`src/rtl/z80_bus_tracer.sv`:
```
// Z80 bus-cycle tracer.
// Watches the Z80 control/address/data pins, groups contiguous MREQ/IORQ
// activity into bus-cycle windows, classifies each completed window and
// queues a {type, address, data, timestamp} record in a show-ahead FIFO.
// Dropped records (FIFO full) are counted and flagged.

module z80_bus_tracer #(
    parameter int ADDR_W = 16,
    parameter int DEPTH  = 16,
    parameter int TS_W   = 16
) (
    input  logic                    clk,
    input  logic                    rst_n,
    input  logic                    m1_n,
    input  logic                    mreq_n,
    input  logic                    iorq_n,
    input  logic                    rd_n,
    input  logic                    wr_n,
    input  logic                    rfsh_n,
    input  logic [15:0]             addr,
    input  logic [7:0]              data,
    input  logic                    enable,
    input  logic [6:0]              filter_mask,
    input  logic                    pop,
    input  logic                    clear,
    output logic                    rec_valid,
    output logic [2:0]              rec_type,
    output logic [ADDR_W-1:0]       rec_addr,
    output logic [7:0]              rec_data,
    output logic [TS_W-1:0]         rec_ts,
    output logic [$clog2(DEPTH):0]  level,
    output logic                    full,
    output logic                    overflow,
    output logic [7:0]              drop_cnt
);

    localparam int AW = $clog2(DEPTH);
    localparam int LW = AW + 1;

    localparam logic [0:0] ST_IDLE   = 1'b0;
    localparam logic [0:0] ST_ACTIVE = 1'b1;

    localparam logic [2:0] T_FETCH   = 3'd0;
    localparam logic [2:0] T_MEM_RD  = 3'd1;
    localparam logic [2:0] T_MEM_WR  = 3'd2;
    localparam logic [2:0] T_IO_RD   = 3'd3;
    localparam logic [2:0] T_IO_WR   = 3'd4;
    localparam logic [2:0] T_INT_ACK = 3'd5;
    localparam logic [2:0] T_REFRESH = 3'd6;
    localparam logic [2:0] T_UNKNOWN = 3'd7;

    // Control activity observed during a window (all active-high here).
    typedef struct packed {
        logic m1;
        logic rd;
        logic wr;
        logic rfsh;
        logic io;
        logic mem;
    } seen_t;

    typedef struct packed {
        logic [2:0]        typ;
        logic [ADDR_W-1:0] addr;
        logic [7:0]        data;
        logic [TS_W-1:0]   ts;
    } rec_t;

    // ------------------------------------------------------------------
    // Input stage
    // ------------------------------------------------------------------
    logic              s_m1_n_q, s_mreq_n_q, s_iorq_n_q;
    logic              s_rd_n_q, s_wr_n_q, s_rfsh_n_q;
    logic              s_rfsh_prev_q;
    logic [ADDR_W-1:0] s_addr_q;
    logic [7:0]        s_data_q;

    // Register every bus pin once; classification only ever looks at s_*.
    // NOTE: sequential state uses non-blocking assignments so every flop
    // samples pre-edge values regardless of statement order.
    always_ff @(posedge clk or negedge rst_n) begin
        if (!rst_n) begin
            s_m1_n_q      <= 1'b1;
            s_mreq_n_q    <= 1'b1;
            s_iorq_n_q    <= 1'b1;
            s_rd_n_q      <= 1'b1;
            s_wr_n_q      <= 1'b1;
            s_rfsh_n_q    <= 1'b1;
            s_rfsh_prev_q <= 1'b1;
            s_addr_q      <= '0;
            s_data_q      <= '0;
        end else begin
            s_m1_n_q      <= m1_n;
            s_mreq_n_q    <= mreq_n;
            s_iorq_n_q    <= iorq_n;
            s_rd_n_q      <= rd_n;
            s_wr_n_q      <= wr_n;
            s_rfsh_n_q    <= rfsh_n;
            s_rfsh_prev_q <= s_rfsh_n_q;
            s_addr_q      <= addr[ADDR_W-1:0];
            s_data_q      <= data;
        end
    end

    logic  strobe;
    logic  rfsh_fall;
    seen_t cur;

    assign strobe    = !s_mreq_n_q || !s_iorq_n_q;
    assign rfsh_fall = s_rfsh_prev_q && !s_rfsh_n_q;
    assign cur       = '{m1:   !s_m1_n_q,
                         rd:   !s_rd_n_q,
                         wr:   !s_wr_n_q,
                         rfsh: !s_rfsh_n_q,
                         io:   !s_iorq_n_q,
                         mem:  !s_mreq_n_q};

    // ------------------------------------------------------------------
    // Free-running timestamp
    // ------------------------------------------------------------------
    logic [TS_W-1:0] ts_q;

    // Timestamp advances every clock and wraps; clear never touches it.
    always_ff @(posedge clk or negedge rst_n) begin
        if (!rst_n) ts_q <= '0;
        else        ts_q <= ts_q + 1'b1;
    end

    // ------------------------------------------------------------------
    // Window tracking FSM
    // ------------------------------------------------------------------
    logic [0:0]        state_q, state_d;
    seen_t             seen_q, seen_d;
    logic [ADDR_W-1:0] win_addr_q, win_addr_d;
    logic [7:0]        win_data_q, win_data_d;
    logic [TS_W-1:0]   ts_start_q, ts_start_d;
    logic              close;

    // Open on strobe, accumulate while strobing, close on strobe loss or
    // split on a falling RFSH (fetch flows straight into refresh).
    // NOTE: every combinational output gets a default first so no path
    // leaves a signal unassigned and infers a latch.
    always_comb begin
        state_d    = state_q;
        seen_d     = seen_q;
        win_addr_d = win_addr_q;
        win_data_d = win_data_q;
        ts_start_d = ts_start_q;
        close      = 1'b0;
        case (state_q)
            ST_IDLE: begin
                if (strobe) begin
                    state_d    = ST_ACTIVE;
                    seen_d     = cur;
                    win_addr_d = s_addr_q;
                    win_data_d = s_data_q;
                    ts_start_d = ts_q;
                end
            end
            ST_ACTIVE: begin
                if (!strobe) begin
                    close   = 1'b1;
                    state_d = ST_IDLE;
                end else if (rfsh_fall) begin
                    close      = 1'b1;
                    seen_d     = cur;
                    win_addr_d = s_addr_q;
                    win_data_d = s_data_q;
                    ts_start_d = ts_q;
                end else begin
                    seen_d     = seen_t'(seen_q | cur);
                    win_addr_d = s_addr_q;
                    win_data_d = s_data_q;
                end
            end
            default: state_d = ST_IDLE;
        endcase
    end

    // Window state registers.
    always_ff @(posedge clk or negedge rst_n) begin
        if (!rst_n) begin
            state_q    <= ST_IDLE;
            seen_q     <= '0;
            win_addr_q <= '0;
            win_data_q <= '0;
            ts_start_q <= '0;
        end else begin
            state_q    <= state_d;
            seen_q     <= seen_d;
            win_addr_q <= win_addr_d;
            win_data_q <= win_data_d;
            ts_start_q <= ts_start_d;
        end
    end

    // Priority-ordered decode of what a window contained.
    function automatic logic [2:0] classify(input seen_t s);
        if      (s.io   && s.m1)  return T_INT_ACK;
        else if (s.rfsh && s.mem) return T_REFRESH;
        else if (s.m1   && s.rd)  return T_FETCH;
        else if (s.mem  && s.wr)  return T_MEM_WR;
        else if (s.mem  && s.rd)  return T_MEM_RD;
        else if (s.io   && s.wr)  return T_IO_WR;
        else if (s.io   && s.rd)  return T_IO_RD;
        else                      return T_UNKNOWN;
    endfunction

    logic [2:0] close_type;
    logic [7:0] admit;

    assign close_type = classify(seen_q);
    // Unknown cycles have no mask bit; they are always admitted so bus
    // anomalies stay visible while capture is enabled.
    assign admit      = {1'b1, filter_mask};

    // ------------------------------------------------------------------
    // Record staging: formed on the close edge, enters the FIFO next edge
    // ------------------------------------------------------------------
    logic pend_valid_q;
    rec_t pend_rec_q;

    // Latch the closed window as a record if capture and filter allow it.
    always_ff @(posedge clk or negedge rst_n) begin
        if (!rst_n) begin
            pend_valid_q <= 1'b0;
            pend_rec_q   <= '0;
        end else begin
            pend_valid_q <= close && enable && admit[close_type];
            if (close) begin
                pend_rec_q <= '{typ:  close_type,
                                addr: win_addr_q,
                                data: win_data_q,
                                ts:   ts_start_q};
            end
        end
    end

    // ------------------------------------------------------------------
    // Show-ahead FIFO with drop accounting
    // ------------------------------------------------------------------
    rec_t          mem_q [DEPTH];
    logic [AW-1:0] wr_ptr_q, rd_ptr_q;
    logic [LW-1:0] count_q;
    logic          overflow_q;
    logic [7:0]    drop_cnt_q;

    logic empty, full_c, pop_ok, push_ok, drop;
    rec_t head;

    assign empty   = (count_q == '0);
    assign full_c  = (count_q == LW'(DEPTH));
    assign pop_ok  = pop && !empty;
    // A pop on the same edge frees the slot, so a full FIFO still accepts.
    assign push_ok = pend_valid_q && (!full_c || pop_ok);
    assign drop    = pend_valid_q && full_c && !pop_ok;

    // Pointers, occupancy and overflow bookkeeping; clear wins over all.
    always_ff @(posedge clk or negedge rst_n) begin
        if (!rst_n) begin
            wr_ptr_q   <= '0;
            rd_ptr_q   <= '0;
            count_q    <= '0;
            overflow_q <= 1'b0;
            drop_cnt_q <= '0;
        end else if (clear) begin
            wr_ptr_q   <= '0;
            rd_ptr_q   <= '0;
            count_q    <= '0;
            overflow_q <= 1'b0;
            drop_cnt_q <= '0;
        end else begin
            if (push_ok) wr_ptr_q <= wr_ptr_q + 1'b1;
            if (pop_ok)  rd_ptr_q <= rd_ptr_q + 1'b1;
            case ({push_ok, pop_ok})
                2'b10:   count_q <= count_q + 1'b1;
                2'b01:   count_q <= count_q - 1'b1;
                default: count_q <= count_q;
            endcase
            if (drop) begin
                overflow_q <= 1'b1;
                if (drop_cnt_q != 8'hFF) drop_cnt_q <= drop_cnt_q + 8'd1;
            end
        end
    end

    // Record storage write port.
    // NOTE: the storage array has no reset; occupancy is tracked by the
    // pointers, and the outputs are gated to zero whenever it is empty.
    always_ff @(posedge clk) begin
        if (push_ok && !clear) mem_q[wr_ptr_q] <= pend_rec_q;
    end

    assign head      = mem_q[rd_ptr_q];
    assign rec_valid = !empty;
    assign rec_type  = empty ? '0 : head.typ;
    assign rec_addr  = empty ? '0 : head.addr;
    assign rec_data  = empty ? '0 : head.data;
    assign rec_ts    = empty ? '0 : head.ts;
    assign level     = count_q;
    assign full      = full_c;
    assign overflow  = overflow_q;
    assign drop_cnt  = drop_cnt_q;

endmodule

```
`config.mk`:
```
export PLATFORM = sky130hd
export DESIGN_NAME = z80_bus_tracer
export DESIGN_NICKNAME = d
export VERILOG_FILES = /design/src/rtl/z80_bus_tracer.sv
export SDC_FILE = /design/constraint.sdc
export NUM_CORES = 1
export LEC_CHECK = 0
export BUFFER_PORTS_ARGS = -buffer_cell sky130_fd_sc_hd__buf_2
export CAP_MARGIN = 40
export CORE_ASPECT_RATIO = 2
export CORE_MARGIN = 3
export CORE_UTILIZATION = 62
export DETAILED_ROUTE_END_ITERATION = 16
export PLACE_DENSITY = 0.85
export SLEW_MARGIN = 10
export SYNTH_ARGS = -nofsm -noshare
export SYNTH_HDL_FRONTEND = slang
export SYNTH_SLANG_ARGS = --single-unit
```
`constraint.sdc`:
```
create_clock -name clk -period 7.4 [get_ports clk]
set_input_delay 1.11 -clock clk [delete_from_list [all_inputs] [get_ports clk]]
set_output_delay 1.11 -clock clk [all_outputs]
set_load 0.01 [all_outputs]
```
---- Word-level counts from Yosys, hierarchy flattened ----
Memory sizes are Yosys's and may differ from the RTL's.
Cells that the tools add are included.
word-level totals
  latch bits .............................. 0
  bits in registers ....................... 160
  word-level logic and storage cells ...... 123
  output and inout bits ................... 59
  bits in writable memories ............... 688
  input bits .............................. 42
  ROM bits ................................ 0
  memories kept ........................... 1
operators by class
  div/mod/pow operators ................... 0
  multiply operators ...................... 0
  reductions and logical operators ........ 36
  order comparisons ....................... 1
  add/subtract/negate cells ............... 6
  bitwise logic cells ..................... 2
  muxes and demuxes ....................... 40
  equality and inequality tests ........... 7
  shifts and indexed selects .............. 0
memory list
  name   depth  width  read ports  clocked after Yosys merged registers in  wr ports  line  source
  mem_q  16     43     1           0                                        1         242   rec_t mem_q [DEPTH];
operator list
  cell                     number
  $mux W16                 6
  $mux W8                  5
  $pmux W16 S2             1
  $mux W3                  8
  $mux W6                  3
  $add A16 B1 Y16 const B  1
  $mux W4                  4
  $logic_and A1 B1 Y1      15
  $pmux W6 S2              1
  $logic_not A1 Y1         10
  $pmux W5 S2              1
  $mux W1                  9
  $add A4 B1 Y4 const B    2
  $add A8 B1 Y8 const B    1
  $ne A8 B8 Y1 const B     1
  $reduce_bool A2 Y1       4
  $ne A2 B2 Y1 const B     3
  $or A6 B6 Y6             1
  $add A5 B1 Y5 const B    1
  $eq A5 B5 Y1 const B     1
  $logic_not A5 Y1         1
  $mux W5                  1
  $sub A5 B1 Y5 const B    1
  $lt A3 B4 Y1 const B     1
  8 further kinds          10

---- Longest topological paths before layout ----
  depth in word-level cells ............... 11
  depth in mapped cells ................... 11
  mapped depth without buffers ............ 10

---- Worst setup path after synthesis ----
Ideal clock, no wire load.
  path type ............................... in2reg
  start point ............................. input port pop
  end point ............................... memory mem_q[1][0] (netlist bit) (enable)
  library setup time ...................... 0.566 ns
  required time ........................... 6.834 ns
  stages .................................. 5
  path slack .............................. 0.504 ns
  arrival time ............................ 6.330 ns
  path buffers ............................ 1
  path through ............................ inv_1 -> a31oi_1 -> nand2b_1 -> clkbuf_1 -> nor4b_1
on the way
  longest elaborated chain between the ends .. 6
ends and longest elaborated chain
  item                           line  source
  start, declared                24    input logic pop,
  $logic_and A1 B1 Y1            253   assign pop_ok = pop && !empty;
  $logic_or A1 B1 Y1             255   assign push_ok = pend_valid_q && (!full_c || pop_ok);
  $logic_and A1 B1 Y1            255
  $logic_and A1 B1 Y1            291   if (push_ok && !clear) mem_q[wr_ptr_q] <= pend_rec_q;
  $mux W1                        291
  $mux W1 (implied by the code)  291
  end, declared                  242
Every way passes these cells.

---- Final worst setup path ----
  start point ............................. register rd_ptr_q[0]
  end point ............................... output port rec_ts[10]
on the way
  longest elaborated chain between the ends .. 2
ends and longest elaborated chain
  item                    line  source
  start, declared         243   logic [AW-1:0] wr_ptr_q, rd_ptr_q;
  start signal, assigned  274   if (pop_ok) rd_ptr_q <= rd_ptr_q + 1'b1;
  $mem_v2 Z16 W43         n/a
  $mux W16                299   assign rec_ts = empty ? '0 : head.ts;
  end, declared           30    output logic [TS_W-1:0] rec_ts,
Every way passes these cells.

==> impl_table.tex <==
\begin{tabular}{lr}
\hline
Metric & Value \\
\hline
\multicolumn{2}{l}{\textbf{Floorplan}} \\
\quad Overall die area & 0.0556 mm² \\
\quad Number of placed I/O pins & $\sim$100 \\
\quad Number of core rows & approximately 120 \\
\quad Die outline height & 330 µm \\
\quad Width of the die & 168 µm \\
\quad Core area & around 0.052 mm² \\
\quad Initial core utilization & between 60 and 70\% \\
\multicolumn{2}{l}{\textbf{STA}} \\
\quad Fin Clk Skew & 0.0221 ns \\
\quad Headroom to the max-slew limit & 39.0\% \\
\quad Final hold violation count & 0 \\
\quad Number of max-slew violations in the final report & 0 \\
\quad Transition at the pin with the smallest max-transition slack & around 0.91 ns \\
\quad Count of endpoints failing setup in the final report & 0 \\
\quad Post-layout minimum cycle time & 4.99 ns \\
\quad Max Clock Freq & between 0.2 and 0.25 GHz \\
\quad Final critical-path setup slack & between 2 and 2.5 ns \\
\quad Final Cycle Share & 67.4\% \\
\quad Setup TNS & 0 ns \\
\quad Unrepaired setup endpoints after global routing & false \\
\quad Minimum hold slack & approximately 0.37 ns \\
\multicolumn{2}{l}{\textbf{Setup path}} \\
\quad Type of element capturing the critical path & output port \\
\quad Largest delay share family, worst path & buffers and inverters \\
\quad Setup slack, reg-to-reg & 3.63 ns \\
\quad Worst setup path end & rec\_ts[10] \\
\quad Startpoint type of the worst setup path & flop \\
\quad Crit path max-delay cell type & sky130\_fd\_sc\_hd\_\_mux4\_1 \\
\quad Beginning of the critical path & rd\_ptr\_q[0]\$\_DFFE\_PN0P\_ \\
\quad Number of cells on the critical path & 6 \\
\quad Worst R2R Start & level[0]\$\_DFFE\_PN0P\_ \\
\quad Cell type with the highest occurrence count on the critical path & sky130\_fd\_sc\_hd\_\_buf\_4 \\
\quad Stage delay of the slowest cell on the critical path & about 0.65 ns \\
\quad Bufs and invs on worst path & 3 \\
\quad Arrival @ worst endpoint & $\sim$3.9 ns \\
\quad Endpoint required time on the critical path & 6.29 ns \\
\quad Critical setup path kind & reg -> out \\
\quad Peak fanout along the critical path & 32 \\
\quad Worst R2R End & mem\_q[4][0]\$\_DFFE\_PP\_ \\
\quad Worst Reg2Reg Path Length in Cells & 5 \\
\quad Cell chain of the critical path & buf\_4 > buf\_4 > mux4\_1 > mux4\_2 > and2\_1 > buf\_2 \\
\multicolumn{2}{l}{\textbf{CTS}} \\
\quad Post-CTS Hold Buffers & 0 \\
\quad Clk sink count & 848 \\
\quad CTS root buffer & sky130\_fd\_sc\_hd\_\_clkbuf\_16 \\
\quad Post-CTS sizing & 0 \\
\quad Number of levels the H-tree was split into & 3 \\
\quad Clock Latency Late Sink & 0.61 ns \\
\quad CTS clock-pin slew for the worst setup and hold paths & roughly 0.07 ns \\
\quad Maximum clock insertion buffer count & 3 \\
\quad CTS Buf Count & 70 \\
\quad Buffer count from post-CTS setup fixing & 0 \\
\quad CTS tree & yes \\
\multicolumn{2}{l}{\textbf{Place}} \\
\quad Final Wtd Congestion & just under 0.8 \\
\quad Placement-stage cell area & 0.0340 mm² \\
\quad Number of buffers added on ports & 100 \\
\quad Half-perimeter wire length of the detailed placement result & between 40000 and 50000 µm \\
\quad Worst-case setup slack after placement & 3.01 ns \\
\multicolumn{2}{l}{\textbf{Final layout}} \\
\quad Layout overhead on the synthesized area & 11.4\% \\
\quad Total non-filler cell area in the finished layout & 0.0363 mm² \\
\quad Total Nets Final & 1721 \\
\quad Count of inserted antenna diode cells & 0 \\
\quad Fraction of final layout cells sized beyond drive strength 1 & $\sim$31\% \\
\multicolumn{2}{l}{\textbf{Synth}} \\
\quad Parity-gate share of the synthesized area counting xor and xnor cells & less than 1\% \\
\quad Simple-gate portion of the synthesized area & under 10\% \\
\quad Compound-Gate Fraction of Synth Area & less than 1\% \\
\quad Part of the Yosys area used for sequential elements & between 70\% and 80\% \\
\quad Synthesized cell area & about 0.033 mm² \\
\quad Total of flip-flops plus latches after synthesis & 848 \\
\quad Syn Inst Count & between 1500 and 2000 \\
\quad Synth Area in Adders & less than 1\% \\
\quad Async SR Flop Fraction & a little under a fifth \\
\quad Number of flops mapped to enable cells by yosys & a little under 700 \\
\quad Most frequently used flop master after synthesis & sky130\_fd\_sc\_hd\_\_edfxtp\_1 \\
\quad Post-synthesis area per instance & 21.2 µm² \\
\quad Yosys warnings & 0 \\
\quad Largest family of logic cells by synthesized area & multiplexers \\
\quad Netlist cell types & 58 \\
\quad Mux contribution to synthesized area & about 17\% \\
\quad Net count after synthesis & 1590 \\
\multicolumn{2}{l}{\textbf{Global routing}} \\
\quad All-layer global routing usage & between 20\% and 30\% \\
\quad Vias in the first global route & 17300 \\
\quad Number of antenna violations at the first check in global routing & 2 \\
\quad Maximum number of pins on one net before global-route repair & roughly 110 \\
\quad Sum of overflow across all layers after global routing & 0 \\
\quad Global-route wire length before repair & 114000 µm \\
\multicolumn{2}{l}{\textbf{Worst hold path}} \\
\quad Min-delay worst type & reg -> reg \\
\quad Hold path start & s\_rfsh\_n\_q\$\_DFF\_PN1\_ \\
\multicolumn{2}{l}{\textbf{Power and ir drop}} \\
\quad Cell leakage power & $\sim$0.013 µW \\
\quad Worst IR drop on VDD & 0.284 mV \\
\quad Power per unit of standard cell area & between 300 and 400 mW/mm² \\
\multicolumn{2}{l}{\textbf{Route}} \\
\quad Detailed-router iteration count before antenna repair & 5 \\
\quad Number of routed nets with antenna violations & 0 \\
\quad DRC violation count after routing & 0 \\
\quad Total number of vias & 16100 \\
\quad Initial detailed-routing violation count & just under 2000 \\
\quad Final routed wire length divided by cell count & between 30 and 40 µm \\
\quad Routed vias/inst & between 6 and 7 \\
\quad Total wire length after detailed routing & between 70000 and 80000 µm \\
\multicolumn{2}{l}{\textbf{Outcome}} \\
\quad Outcome & complete, no violations \\
\multicolumn{2}{l}{\textbf{Run}} \\
\quad Max-capacitance violation count & 0 \\
\hline
\end{tabular}
-- through the flow --
step / total power [µW] / instances / utilization (%)
2_1_floorplan: 7110 / 1537 / -
3_3_place_gp: 7600 / 2252 / 65.2
3_5_place_dp: 7690 / 2255 / 65.4
4_1_cts: 11600 / 2380 / 69.9
5_1_grt: 11900 / 2381 / 69.9
6_report: 11500 / 2381 / 69.9
-- logic make-up (layout without fill, tap and decap cells) --
group	after synthesis	after routing
simple gates	246	246
fa+ha+maj	11	11
flops	848	848
buf+inv	85	269
xor+xnor	28	28
mux	277	277
compound gates	42	42
-- routing by layer --
metal | vias to the layer above | wire, µm | global-route usage (%)
met5 | - | 13 | 0
met4 | 2 | 3840 | 13.9
met3 | 245 | 6370 | 4.55
met2 | 1066 | 41000 | 48.9
met1 | 8398 | 25400 | 36.0
li1 | 6422 | - | -
-- worst min-delay path by stage --
stage | endpoint | slack, ns | cells after the start
detailed placement | s_rfsh_prev_q$_DFF_PN1_ | 0.36 | 0
CTS | s_rfsh_prev_q$_DFF_PN1_ | 0.37 | 0
finish | s_rfsh_prev_q$_DFF_PN1_ | 0.37 | 0
floorplan | s_rfsh_prev_q$_DFF_PN1_ | 0.36 | 0
global route | s_rfsh_prev_q$_DFF_PN1_ | 0.38 | 0
global placement | s_rfsh_prev_q$_DFF_PN1_ | 0.37 | 0
-- sequential cells by signal, summed over array words and instances, names as in the netlist, 4 cells and up --
signal	count
mem_q	688
pend_rec_q	43
s_addr_q	16
ts_q	16
ts_start_q	16
win_addr_q	16
drop_cnt	8
s_data_q	8
win_data_q	8
seen_q	6
level	5
rd_ptr_q	4
wr_ptr_q	4
-- cell usage in the layout (no fill, tap or decap), drive strengths merged, types with 2 or more instances in the layout --
| master | n |
|---|---|
| nand4 | 5 |
| ha | 10 |
| a21oi | 7 |
| or2 | 2 |
| a21o | 2 |
| edfxtp | 688 |
| nor3 | 2 |
| xnor2 | 20 |
| nand3 | 18 |
| buf | 133 |
| nand3b | 3 |
| inv | 15 |
| mux4 | 215 |
| nor4b | 3 |
| clkinvlp | 2 |
| nor2b | 10 |
| and3 | 2 |
| nor4 | 4 |
| nor3b | 2 |
| dfrtp | 153 |
| o211ai | 3 |
| a311oi | 2 |
| mux2 | 61 |
| clkbuf | 89 |
| o21ai | 20 |
| dfstp | 7 |
| bufinv | 11 |
| a31oi | 2 |
| xor2 | 8 |
| and2 | 47 |
| nand2 | 98 |
| nand2b | 3 |
| nor2 | 41 |
| clkinv | 19 |
-- report_power, final --
part	internal, µW	total, µW	switching [µW]
registers	5370	5610	245
clock network	2210	3890	1680
logic	999	2000	1000
total	8580	11500	2930
-- cells in the mapped netlist (4+ instances only) --
master | n | area share (%)
sky130_fd_sc_hd__nor2b_1 | 10 | 0.19
sky130_fd_sc_hd__nand3_1 | 17 | 0.26
sky130_fd_sc_hd__nor2_1 | 41 | 0.47
sky130_fd_sc_hd__edfxtp_1 | 688 | 63
sky130_fd_sc_hd__buf_6 | 17 | 0.59
sky130_fd_sc_hd__a21oi_1 | 7 | 0.11
sky130_fd_sc_hd__buf_1 | 8 | 0.092
sky130_fd_sc_hd__ha_1 | 10 | 0.38
sky130_fd_sc_hd__buf_2 | 9 | 0.14
sky130_fd_sc_hd__xor2_1 | 8 | 0.21
sky130_fd_sc_hd__nand2_1 | 98 | 1.1
sky130_fd_sc_hd__dfstp_2 | 7 | 0.56
sky130_fd_sc_hd__mux4_1 | 17 | 1.4
sky130_fd_sc_hd__mux2_2 | 58 | 2.0
sky130_fd_sc_hd__inv_1 | 10 | 0.12
sky130_fd_sc_hd__xnor2_1 | 20 | 0.54
sky130_fd_sc_hd__and2_1 | 46 | 0.88
sky130_fd_sc_hd__mux4_2 | 198 | 14
sky130_fd_sc_hd__clkbuf_1 | 34 | 0.39
sky130_fd_sc_hd__o21ai_0 | 19 | 0.29
sky130_fd_sc_hd__dfrtp_1 | 153 | 12
sky130_fd_sc_hd__buf_4 | 4 | 0.092
sky130_fd_sc_hd__nand4_1 | 5 | 0.096
-- layout make-up --
class	instances	area (µm²)
multi-input cells	604	7590
clock inverters	36	484
flip-flops and latches	848	24700
clock buffers	89	1880
well taps	660	826
repair buffers	133	830
inverters	11	41.3
fillers	2913	15600
(Power assumes the default switching activity.)
